**src/rtl/bcd_digit_accumulator_if.sv**
```systemverilog
// Digit-in / result-out handshake bundle for bcd_digit_accumulator.
// The slave modport is the accumulator's view; master is the environment's view.
interface bcd_digit_accumulator_if #(
  parameter int OUT_W = 14
);
  logic             in_valid;
  logic             in_ready;
  logic [3:0]       in_digit;
  logic             out_valid;
  logic             out_ready;
  logic [OUT_W-1:0] out_value;
  logic             out_err;

  modport slave (
    input  in_valid,
    input  in_digit,
    input  out_ready,
    output in_ready,
    output out_valid,
    output out_value,
    output out_err
  );

  modport master (
    output in_valid,
    output in_digit,
    output out_ready,
    input  in_ready,
    input  out_valid,
    input  out_value,
    input  out_err
  );
endinterface

```
**src/rtl/bcd_digit_accumulator.sv**
```systemverilog
// Serial BCD-to-binary accumulator: NUM_DIGITS digits, MSD first, one result per word.
// Optional macro BCD_ACC_EXCESS3_IN_EN makes in_digit an excess-3 code decoded internally.
module bcd_digit_accumulator #(
  parameter int NUM_DIGITS = 4,
  parameter int OUT_W      = 14
) (
  input  logic                     clk,
  input  logic                     rst,
  bcd_digit_accumulator_if.slave   bus
);

  localparam int CNT_W = (NUM_DIGITS > 1) ? $clog2(NUM_DIGITS) : 1;
  localparam logic [CNT_W-1:0] LAST_CNT = CNT_W'(NUM_DIGITS - 1);

  typedef enum logic {
    ST_ACCUM = 1'b0,
    ST_DONE  = 1'b1
  } state_t;

  state_t           state_q, state_d;
  logic [OUT_W-1:0] acc_q, acc_d;
  logic [CNT_W-1:0] cnt_q, cnt_d;
  logic             err_q, err_d;
  logic [OUT_W-1:0] out_value_q, out_value_d;
  logic             out_err_q, out_err_d;

  logic [3:0]       digit_val;
  logic             digit_bad;
  logic [OUT_W-1:0] acc_mac;
  logic             in_fire;
  logic             out_fire;

`ifdef BCD_ACC_EXCESS3_IN_EN
  // Excess-3: codes 3..12 map to 0..9, everything else is illegal.
  always_comb begin
    digit_bad = (bus.in_digit < 4'd3) || (bus.in_digit > 4'd12);
    digit_val = digit_bad ? 4'd0 : (bus.in_digit - 4'd3);
  end
`else
  always_comb begin
    digit_bad = (bus.in_digit > 4'd9);
    digit_val = digit_bad ? 4'd0 : bus.in_digit;
  end
`endif

  // acc*10 + d as shift-add; wraps silently at OUT_W, which the width rule makes unreachable.
  assign acc_mac = (acc_q << 3) + (acc_q << 1) + {{(OUT_W-4){1'b0}}, digit_val};

  assign in_fire  = bus.in_valid  && (state_q == ST_ACCUM);
  assign out_fire = bus.out_ready && (state_q == ST_DONE);

  always_comb begin
    state_d     = state_q;
    acc_d       = acc_q;
    cnt_d       = cnt_q;
    err_d       = err_q;
    out_value_d = out_value_q;
    out_err_d   = out_err_q;
    case (state_q)
      ST_ACCUM: begin
        if (in_fire) begin
          acc_d = acc_mac;
          err_d = err_q | digit_bad;
          cnt_d = cnt_q + 1'b1;
          if (cnt_q == LAST_CNT) begin
            state_d     = ST_DONE;
            out_value_d = acc_mac;
            out_err_d   = err_q | digit_bad;
          end
        end
      end
      ST_DONE: begin
        if (out_fire) begin
          state_d     = ST_ACCUM;
          acc_d       = '0;
          cnt_d       = '0;
          err_d       = 1'b0;
          out_value_d = '0;
          out_err_d   = 1'b0;
        end
      end
      default: begin
        state_d = ST_ACCUM;
      end
    endcase
  end

  always_ff @(posedge clk) begin
    if (rst) begin
      state_q     <= ST_ACCUM;
      acc_q       <= '0;
      cnt_q       <= '0;
      err_q       <= 1'b0;
      out_value_q <= '0;
      out_err_q   <= 1'b0;
    end else begin
      state_q     <= state_d;
      acc_q       <= acc_d;
      cnt_q       <= cnt_d;
      err_q       <= err_d;
      out_value_q <= out_value_d;
      out_err_q   <= out_err_d;
    end
  end

  // Result registers are cleared outside DONE, so out_value/out_err read 0 while invalid.
  assign bus.in_ready  = (state_q == ST_ACCUM);
  assign bus.out_valid = (state_q == ST_DONE);
  assign bus.out_value = out_value_q;
  assign bus.out_err   = out_err_q;

endmodule

```
**src/flat_wrapper.sv**
```systemverilog
// flat-port wrapper written by rule: the top's interface ports become plain ports
module bcd_digit_accumulator_flat 
#(
  parameter int NUM_DIGITS = 4,
  parameter int OUT_W      = 14
)
  (clk, rst, bus_in_valid, bus_in_digit, bus_out_ready, bus_in_ready, bus_out_valid, bus_out_value, bus_out_err);
  bcd_digit_accumulator_if #(.OUT_W(OUT_W)) bus_i ();
  input  logic clk;
  input  logic rst;
  input wire logic [$bits(bus_i.in_valid)-1:0] bus_in_valid;
  input wire logic [$bits(bus_i.in_digit)-1:0] bus_in_digit;
  input wire logic [$bits(bus_i.out_ready)-1:0] bus_out_ready;
  output wire logic [$bits(bus_i.in_ready)-1:0] bus_in_ready;
  output wire logic [$bits(bus_i.out_valid)-1:0] bus_out_valid;
  output wire logic [$bits(bus_i.out_value)-1:0] bus_out_value;
  output wire logic [$bits(bus_i.out_err)-1:0] bus_out_err;
  assign bus_i.in_valid = bus_in_valid;
  assign bus_i.in_digit = bus_in_digit;
  assign bus_i.out_ready = bus_out_ready;
  assign bus_in_ready = bus_i.in_ready;
  assign bus_out_valid = bus_i.out_valid;
  assign bus_out_value = bus_i.out_value;
  assign bus_out_err = bus_i.out_err;
  bcd_digit_accumulator #(.NUM_DIGITS(NUM_DIGITS), .OUT_W(OUT_W)) u_core (.clk(clk), .rst(rst), .bus(bus_i));
endmodule
```
**config.mk**
```make
export PLATFORM = sky130hd
export DESIGN_NAME = bcd_digit_accumulator_flat
export DESIGN_NICKNAME = d
export VERILOG_FILES = /design/src/rtl/bcd_digit_accumulator_if.sv /design/src/rtl/bcd_digit_accumulator.sv /design/src/flat_wrapper.sv
export SDC_FILE = /design/constraint.sdc
export NUM_CORES = 1
export LEC_CHECK = 0
export ABC_AREA = 1
export CAP_MARGIN = 10
export CORE_ASPECT_RATIO = 1.1
export CORE_MARGIN = 5
export CORE_UTILIZATION = 40
export DETAILED_ROUTE_END_ITERATION = 8
export PLACE_DENSITY = 0.57
export SLEW_MARGIN = 20
export SYNTH_ARGS = -nofsm -noshare
export SYNTH_HDL_FRONTEND = slang
export SYNTH_SLANG_ARGS = --single-unit
```
**constraint.sdc**
```tcl
create_clock -name clk -period 3.4 [get_ports clk]
set_input_delay 1.02 -clock clk [delete_from_list [all_inputs] [get_ports clk]]
set_output_delay 1.02 -clock clk [all_outputs]
set_load 0.01 [all_outputs]
```
==> results, run 1 <==
- The run finished with clean final reports.
- The die area is around 6600 sq um.
- The post-synthesis register bit count is 32.
- The number of antenna violations at the first check in global routing came to 0.
- In this design, the stage delay of the slowest critical-path cell is 530 ps.
- Sequential cells burn between 40% and 50% of the power.
- For this design the static power due to leakage is 1.19 nW.
- Max-cap violations in this run came to 0.
- The DRC marker count from the first detailed-route iteration is 67.
- For this run, the total global-route usage over all layers was measured as 15.7%.
- The launch point of the worst path is bus_in_digit[2].
- The cell count of the worst hold path is 2.
- For the worst flop-to-flop path, the logic depth is 11.
- The number of iterations in the first detailed-routing pass is 4.
- Averaged over all synthesized cells, the footprint is a little over 7 sq um.
- The number of hold violations in the final report is 0.
- Subtracting the final worst setup slack from the clock period gives 3140 ps.
- The final number of setup-violating endpoints is 0.
- The class of the most critical setup path is in -> reg.
- Timing would allow up to 0.318 GHz.
- The total overflow left after global routing is 0.
- STA classifies the critical path startpoint as an input pin.
- In this run the power spent charging and discharging nets is roughly 0.30 mW.
- The completed layout was analyzed and its total power is 1.00 mW.
- The total of hold buffers inserted after clock tree synthesis is 0.
- The clock root buffer is sky130_fd_sc_hd__clkbuf_8.
- The vertical extent of the die is roughly 85 microns.
- The worst path required time is 3630 ps.
- The post-synthesis net count is 322.
- The final setup TNS is 0 ps.
- The count of mapped cells out of synthesis is 289.
- Headroom to the max-slew limit came out at 65.9%.
- Setup repair after global routing left no endpoint under its margin.
- The fraction of power consumed by the clock network is 36.5%.
- Counting along the longest clock path gives a buffer depth of 2.
- In this run the tool buffered the top-level ports with 24 buffer cells.
- The switching power as a share of total power is between 30% and 40%.
- The area added between synthesis and finish is 20.1%.
- The placeable core region is 4970 sq um.
- The signal on the critical path passes through clkdlybuf4s50_1 -> o21ai_1 -> nand2_1 -> fa_1 -> inv_1 -> ha_1 -> nand3_1 -> nand3_2 -> nand2_1 -> nand3_1 -> nand2_1 -> nand3_1 -> a21oi_1.
- Once layout is complete, the utilization of the core stands at around half.
- The endpoint type of the worst setup path is a register.
- Sequential elements use 31.4% of the synthesized area.
- The sum of net half-perimeters after detailed placement is 3810 microns.
- The weighted congestion at the end of routability-driven global placement is 0.820.
- TritonCTS built the clock tree.
- The cell-internal power is roughly 0.7 mW.
- The reg-to-reg critical path startpoint is u_core.acc_q[0]$_SDFFE_PP0P_.
- The clock input transition at the sequential cells of the worst setup and hold paths is 70 ps.
- The routed wirelength normalized by instance count is 13.3 microns.
- The detail route stage leaves a number of antenna-violating nets equal to 0.
- The global-route wire length before repair is 8280 microns.
- The die span in x is 78.1 microns.
- Cells with a size suffix above 1 make up 8.81% of the layout.
- The total count of max-transition violations in the final report is 0.
- The final routed wirelength across all metal layers is ~5000 microns.
- In the final design database the tool counted 350 nets.
- The number of sinks on the clock net is 32.
- The largest net degree at the start of global routing is 21.
- The number of vias in the routed layout is 1871.
- The number of buffers inserted by post-CTS setup repair is 0.
- The number of levels the H-tree was split into is 2.
- The worst-path maximum fanout is 6.
- The power share of the combinational group is between 20% and 30%.
- The post-route fraction of the period consumed by the critical path is 92.4%.
- The peak supply drop is 0.265 mV.
- The slew at the pin closest to its max-slew limit is 512 ps.
- Using the TritonRoute via totals, the vias-per-cell ratio works out to 4.98.
- The path class of the tightest hold or removal check is reg -> reg.
- The placement row count is 27.
- Synthesis instantiated 26 different standard cells from the library.
- The signal arrival time at the worst endpoint is about 3400 ps.
- The largest individual stage delay along the critical path comes from the cell sky130_fd_sc_hd__fa_1.
- The warning count from the yosys run is 0.
- The power density over cell area is about 410 nW/um^2.
- For this run, design rule violations remaining after detail routing come to 0.
- In this run the most critical hold path is launched from u_core.bus.out_err$_SDFFE_PP0P_.
- TritonCTS created 5 clock buffers.
- The total standard cell area after synthesis is 2040 sq um.
- For this configuration, the core starts out at a cell density of 41.1%.
- The insertion delay to the later sink of the worst-skew pair is between 200 and 300 ps.
- The via count of the first global-routing pass came to 1701.
- 0 antenna diodes ended up in the layout.
- The worst clock skew is 5.73 ps.
- The number of I/O pins is 25.
[power groups by stage]
stage | clock, mW | sequential [mW] | combinational, mW
3_5_place_dp | 0 | 0.421 | 0.226
2_1_floorplan | 0 | 0.416 | 0.161
5_1_grt | 0.389 | 0.415 | 0.259
6_report | 0.366 | 0.413 | 0.225
3_3_place_gp | 0 | 0.421 | 0.226
4_1_cts | 0.369 | 0.413 | 0.228
[worst max-delay path: cells and delay by family]
| kind | cells | cell delay, ps |
|---|---|---|
| adder cells (fa/ha/maj) | 2 | 830 |
| AND/OR/NAND/NOR | 7 | 730 |
| buffers and inverters | 2 | 460 |
| AO/OA/AOI/OAI | 2 | 330 |
[state kept, by name, indices dropped and copies added, names as in the netlist]
name,count
u_core.bus.out_err,1
u_core.bus.out_valid,1
u_core.err_q,1
u_core.cnt_q,2
u_core.acc_q,13
u_core.bus.out_value,14
[worst paths after layout]
kind	to	slack [ps]
setup / recovery	u_core.bus.out_value[9]$_SDFFE_PP0P_	260
hold / removal	u_core.bus.out_err$_SDFFE_PP0P_	470
setup reg to reg	u_core.bus.out_value[9]$_SDFFE_PP0P_	1190
hold reg to reg	u_core.bus.out_err$_SDFFE_PP0P_	470
[cell usage after synthesis]
cell	instances	area share [%]
sky130_fd_sc_hd__nand2_1	73	13
sky130_fd_sc_hd__a21oi_1	36	8.8
sky130_fd_sc_hd__inv_1	35	6.4
sky130_fd_sc_hd__dfxtp_1	32	31
sky130_fd_sc_hd__o21ai_0	25	6.1
sky130_fd_sc_hd__ha_1	23	14
sky130_fd_sc_hd__nand3_1	18	4.4
sky130_fd_sc_hd__nor2_1	12	2.2
sky130_fd_sc_hd__nand3b_1	4	1.5
sky130_fd_sc_hd__nand4_1	4	1.2
sky130_fd_sc_hd__or2_2	4	1.2
sky130_fd_sc_hd__clkbuf_1	3	0.55
sky130_fd_sc_hd__inv_2	3	0.55
sky130_fd_sc_hd__buf_2	2	0.49
sky130_fd_sc_hd__buf_6	2	1.1
sky130_fd_sc_hd__fa_1	2	2.0
sky130_fd_sc_hd__nand2_4	2	1.1
sky130_fd_sc_hd__a21oi_2	1	0.43
sky130_fd_sc_hd__clkinv_2	1	0.25
sky130_fd_sc_hd__inv_4	1	0.31
sky130_fd_sc_hd__nand2_2	1	0.31
sky130_fd_sc_hd__nand3_2	1	0.49
sky130_fd_sc_hd__nor2_4	1	0.55
sky130_fd_sc_hd__nor3_1	1	0.25
sky130_fd_sc_hd__nor3_2	1	0.49
sky130_fd_sc_hd__or2_1	1	0.31
[cell families after synthesis]
kind of cell	share of synthesized area [%]
flops	31.4
fa+ha+maj	16.1
compound gates	15.4
simple gates	27.5
buf+inv	9.69
[cells in the final DEF, fill, tap and decap left out]
master / Yosys / routed
sky130_fd_sc_hd__fa_1: 2 / 2
sky130_fd_sc_hd__nor3_1: 1 / 1
sky130_fd_sc_hd__nand3_1: 18 / 18
sky130_fd_sc_hd__clkdlybuf4s50_1: 0 / 24
sky130_fd_sc_hd__clkbuf_8: 0 / 5
sky130_fd_sc_hd__inv_1: 35 / 35
sky130_fd_sc_hd__dfxtp_1: 32 / 32
sky130_fd_sc_hd__ha_1: 23 / 23
sky130_fd_sc_hd__a21oi_1: 36 / 36
sky130_fd_sc_hd__nor3_2: 1 / 1
sky130_fd_sc_hd__nor2_4: 1 / 1
sky130_fd_sc_hd__nand3b_1: 4 / 4
sky130_fd_sc_hd__buf_4: 0 / 4
sky130_fd_sc_hd__a21oi_2: 1 / 1
sky130_fd_sc_hd__nand2_2: 1 / 1
sky130_fd_sc_hd__inv_4: 1 / 1
sky130_fd_sc_hd__bufinv_16: 0 / 1
sky130_fd_sc_hd__o21ai_0: 25 / 24
sky130_fd_sc_hd__inv_2: 3 / 3
sky130_fd_sc_hd__nand2_4: 2 / 2
sky130_fd_sc_hd__clkinvlp_4: 0 / 1
sky130_fd_sc_hd__or2_2: 4 / 4
sky130_fd_sc_hd__o21ai_1: 0 / 1
sky130_fd_sc_hd__nor2_1: 12 / 12
sky130_fd_sc_hd__nand4_1: 4 / 4
sky130_fd_sc_hd__or2_1: 1 / 1
sky130_fd_sc_hd__clkinv_2: 1 / 2
sky130_fd_sc_hd__nand3_2: 1 / 1
sky130_fd_sc_hd__nand2_1: 73 / 73
[through the flow]
step / hold slack, ps / std cells / setup slack [ps] / area, sq um
global placement: 454 / 368 / -85.9 / 2340
global route: 490 / 376 / 30.3 / 2450
floorplan: 433 / 289 / 439 / 2040
finish: 466 / 376 / 260 / 2450
detailed placement: 455 / 368 / -105 / 2340
CTS: 470 / 376 / 187 / 2450
[layout make-up]
type	instances	area (sq um)
clock inverter	3	42.5
fill	520	2510
tap	58	72.6
sequential	32	641
multi-input combinational	210	1200
clock buffer	5	68.8
timing repair buffer	28	270
inverter	40	154
[repair_timing]
| action | CTS | global route |
|---|---|---|
| setup endpoints to repair | 0 | 9 |
| resized for setup | 0 | 1 |
| endpoints found under the hold margin | 0 | 0 |
[routing by layer]
layer	vias to the layer above	GRT usage (%)	wire, microns	share of wire [%]
li1	1008	-	-	-
met1	818	19.3	2270	45
met2	38	26.3	2440	49
met3	7	3.82	215	4.3
met4	0	6.30	75	1.5
met5	-	0	0	0
No activity file was read; power rests on OpenSTA's default activity.
==> run 2, diff against run 1 <==
--- a/config.mk
+++ b/config.mk
@@ -11,7 +11,7 @@
 export CORE_MARGIN = 5
 export CORE_UTILIZATION = 40
 export DETAILED_ROUTE_END_ITERATION = 8
-export PLACE_DENSITY = 0.57
+export PLACE_DENSITY = 0.59
 export SLEW_MARGIN = 20
 export SYNTH_ARGS = -nofsm -noshare
 export SYNTH_HDL_FRONTEND = slang
==> constraint.sdc (replaced) <==
create_clock -name clk -period 2.6 [get_ports clk]
set_input_delay 0.78 -clock clk [delete_from_list [all_inputs] [get_ports clk]]
set_output_delay 0.78 -clock clk [all_outputs]
set_load 0.01 [all_outputs]
==> run 2 against run 1 <==
Sequential share of layout area decreased by 0.98 points. Worst hold slack got worse by 3.9 ps. Combinational power increased by 42%. First-iteration DRC count decreased by 7.5%. Power increased by 24%. Core utilization increased by 1.9 points. Worst setup slack got worse by 180 ps. Cell count increased by 1.1%. Flip-flop and latch count unchanged. Clock power increased by 6.6%. Wire length decreased by 2.5%. Critical path type unchanged. Largest power group unchanged.
==> results, run 2 (synthesized netlist as in run 1, its figures left out) <==
- The floorplan step set the die width to ~80 microns.
- The floorplan step defined a die boundary enclosing 6630 sq um.
- In this design, the largest share of critical-path delay is due to adder cells.
- Clock-pin slew was measured on the worst setup and hold paths at 60 ps.
- The clock root buffer is sky130_fd_sc_hd__clkbuf_8.
- The insertion delay to the later sink of the worst-skew pair is ~280 ps.
- Leaving out fill and tap cells, the most frequent cells in the layout are 71 x sky130_fd_sc_hd__nand2_1, 33 x sky130_fd_sc_hd__a21oi_1, 32 x sky130_fd_sc_hd__inv_1, 32 x sky130_fd_sc_hd__dfxtp_1, 23 x sky130_fd_sc_hd__o21ai_0.
- In the routed design, unresolved DRC markers number 0.
- The clock period minus worst slack is 2520 ps.
- The count of max-cap constraint violations is 0.
- In this run, the combinational gates consume 25.6% of the power.
- The worst-path maximum fanout is 6.
- The cell-internal power is 0.859 mW.
- The final routed wirelength across all metal layers is 4870 microns.
- The number of flip-flops in the largest register is 14.
- On the final layout, the worst clock skew is 4.59 ps.
- The sum of net half-perimeters after detailed placement is roughly 3800 microns.
- The detailed router finished its first iteration with 62 violations.
- The startpoint type of the worst setup path is an input pin.
- The routed wirelength normalized by instance count is 12.8 microns.
- The placement-stage cell area is approximately 2400 sq um.
- Setup repair after global routing could not meet its margin everywhere.
- Timing would allow up to 0.397 GHz.
- Setup violations remaining at the end of the flow were counted as 0.
- Summed over all nets, the switching power comes to roughly 0.39 mW.
- TritonCTS built the clock tree.
- The all-layer global routing usage is 15.2%.
- Port buffering added 24 buffers.
- IR analysis of the VDD net gives a maximum drop of about 0.35 mV.
- The number of iterations in the first detailed-routing pass is 4.
- Dividing the detail-routed via count by the number of cells gives ~5.
- Headroom to the max-slew limit came out at 66.0%.
- The number of antenna violations at the first check in global routing is 0.
- The signal arrival time at the worst endpoint is 2690 ps.
- Walking the worst path, the cells encountered are buf_4 -> o21ai_4 -> nand2_1 -> fa_1 -> inv_1 -> ha_1 -> nand3_1 -> nand3_2 -> or2_2 -> nand3_2 -> a21oi_1.
- The vertical extent of the die is 84.9 microns.
- The power share of the sequential group is 43.2%.
- The number of hold violations in the final report is 0.
- The endpoint type of the worst setup path is a register.
- The number of sinks on the clock net is 32.
- The worst path uses 96.9% of the clock period.
- The total count of max-transition violations in the final report came to 0.
- The sum of overflow across all layers after global routing is 0.
- Leaving out fill and tap cells, the most frequent cell in the layout is sky130_fd_sc_hd__nand2_1.
- 0 antenna diodes ended up in the layout.
- The power density over cell area is ~490 nW/um^2.
- The worst hold path belongs to the class reg -> reg.
- The final setup TNS is 0 ps.
- The area growth from synthesis to layout is 24.8%.
- The worst hold margin is 462 ps.
- The final layout contains around 350 nets.
- 25 I/O pins were placed.
- The number of clock buffers added by TritonCTS is 5.
- The leakage power figure is 1.23 nW.
- Per report_power, the clock group accounts for 31.3% of the total.
- At the end of routability-driven placement, the weighted congestion stood at 0.831.
- The total power is 1.25 mW.
- The slowest stage cell on the critical path is sky130_fd_sc_hd__fa_1.
- The number of buffers and inverters on the critical path is 2.
- The layout cell share with drive strength beyond 1 is approximately 17%.
- The worst path required time is 2770 ps.
- The effective utilization at floorplan is about 41%.
- The largest net degree at the start of global routing is 21.
- Counting the fill cells in the layout gives 533.
- CTS built an H-tree with a depth of 2.
- The first global-routing pass estimated 8290 microns of wire.
- The cell area after layout is 2550 sq um.
- The floorplan has 27 rows.
- The clock passes through at most 2 buffers.
- The flow ran to the end, and the final reports show no timing, DRC or antenna violations.
- By instance count, the cell type seen most on the critical path is sky130_fd_sc_hd__nand3_2.
- The count of antenna-violating nets left after detailed routing is 0.
- The critical path's largest stage delay is approximately 520 ps.
- The slew at the pin closest to its max-slew limit is a little over 500 ps.
- The via count of the first global-routing pass is 1795.
- The region available for standard cell placement spans 4970 sq um.
- The core utilization of the finished layout is 51.3%.
- The critical path in this run is classified as in -> reg.
- The number of vias in the routed layout is 1857.
- The switching power as a share of total power is a little under a third.
run 2: cell types whose count changed in the layout (fill, tap and decap cells not counted), sizes merged:
cell / before / now
buf: 4 / 10
clkinv: 2 / 3
clkinvlp: 1 / 0
clkdlybuf4s50: 24 / 21
clkbuf: 5 / 7
bufinv: 1 / 0
run 2: worst min-delay path: stages (launching register included):
cell and delay (ps):
sky130_fd_sc_hd__dfxtp_1 310, sky130_fd_sc_hd__nand2_1 60, sky130_fd_sc_hd__a21oi_1 50
run 2: power by group through the flow:
stage | Clock (mW) | Sequential, mW | Combinational (mW)
global placement | 0 | 0.549 | 0.303
detailed placement | 0 | 0.549 | 0.307
floorplan | 0 | 0.544 | 0.212
finish | 0.390 | 0.538 | 0.319
CTS | 0.399 | 0.538 | 0.317
global route | 0.424 | 0.541 | 0.360
run 2: final cells by class:
class                   count  area [sq um]  share of cell area (%)
multi-input cells         210          1290                    50.8
flip-flops and latches     32           641                    25.2
repair buffers             32           292                    11.4
inverters                  40           156                    6.14
clock buffers               6          82.6                    3.24
well taps                  58          72.6                    2.85
clock inverters             2          10.0                   0.393
run 2: per-stage QoR:
| stage | cells | worst slack (ps) |
|---|---|---|
| CTS | 379 | 1.84 |
| detailed placement | 371 | -719 |
| finish | 380 | 81.0 |
| global placement | 371 | -688 |
| floorplan | 289 | 6.50 |
| global route | 380 | -23.7 |
run 2: path summary, 6_finish.rpt:
path,from,endpoint,slack [ps],cells past startpoint
setup / recovery,bus_in_digit[2],u_core.bus.out_value[5]$_SDFFE_PP0P_,80,11
hold / removal,u_core.bus.out_err$_SDFFE_PP0P_,u_core.bus.out_err$_SDFFE_PP0P_,460,2
setup reg to reg,u_core.acc_q[0]$_SDFFE_PP0P_,u_core.bus.out_value[5]$_SDFFE_PP0P_,450,9
hold reg to reg,u_core.bus.out_err$_SDFFE_PP0P_,u_core.bus.out_err$_SDFFE_PP0P_,460,2
run 2: timing repair:
action,CTS,global route
buffers inserted,0,1
resized for setup,20,15
hold buffers,0,0
hold endpoints to repair,0,0
pin swaps,7,6
endpoints found under the setup margin,21,19
run 2: metal layers:
layer | GRT usage (%) | up-vias | routed length, microns
met5 | 0 | - | 0
met4 | 3.69 | 0 | 44
met3 | 3.40 | 7 | 151
met2 | 26.7 | 20 | 2420
met1 | 18.6 | 824 | 2260
li1 | - | 1006 | -
==> run 3, diff against run 2 <==
--- a/config.mk
+++ b/config.mk
@@ -12,7 +12,7 @@
 export CORE_UTILIZATION = 40
 export DETAILED_ROUTE_END_ITERATION = 8
 export PLACE_DENSITY = 0.59
-export SLEW_MARGIN = 20
+export SLEW_MARGIN = 25
 export SYNTH_ARGS = -nofsm -noshare
 export SYNTH_HDL_FRONTEND = slang
 export SYNTH_SLANG_ARGS = --single-unit
==> results of run 3 <==
No change in the layout: final DEF, timing and power equal those of run 2.
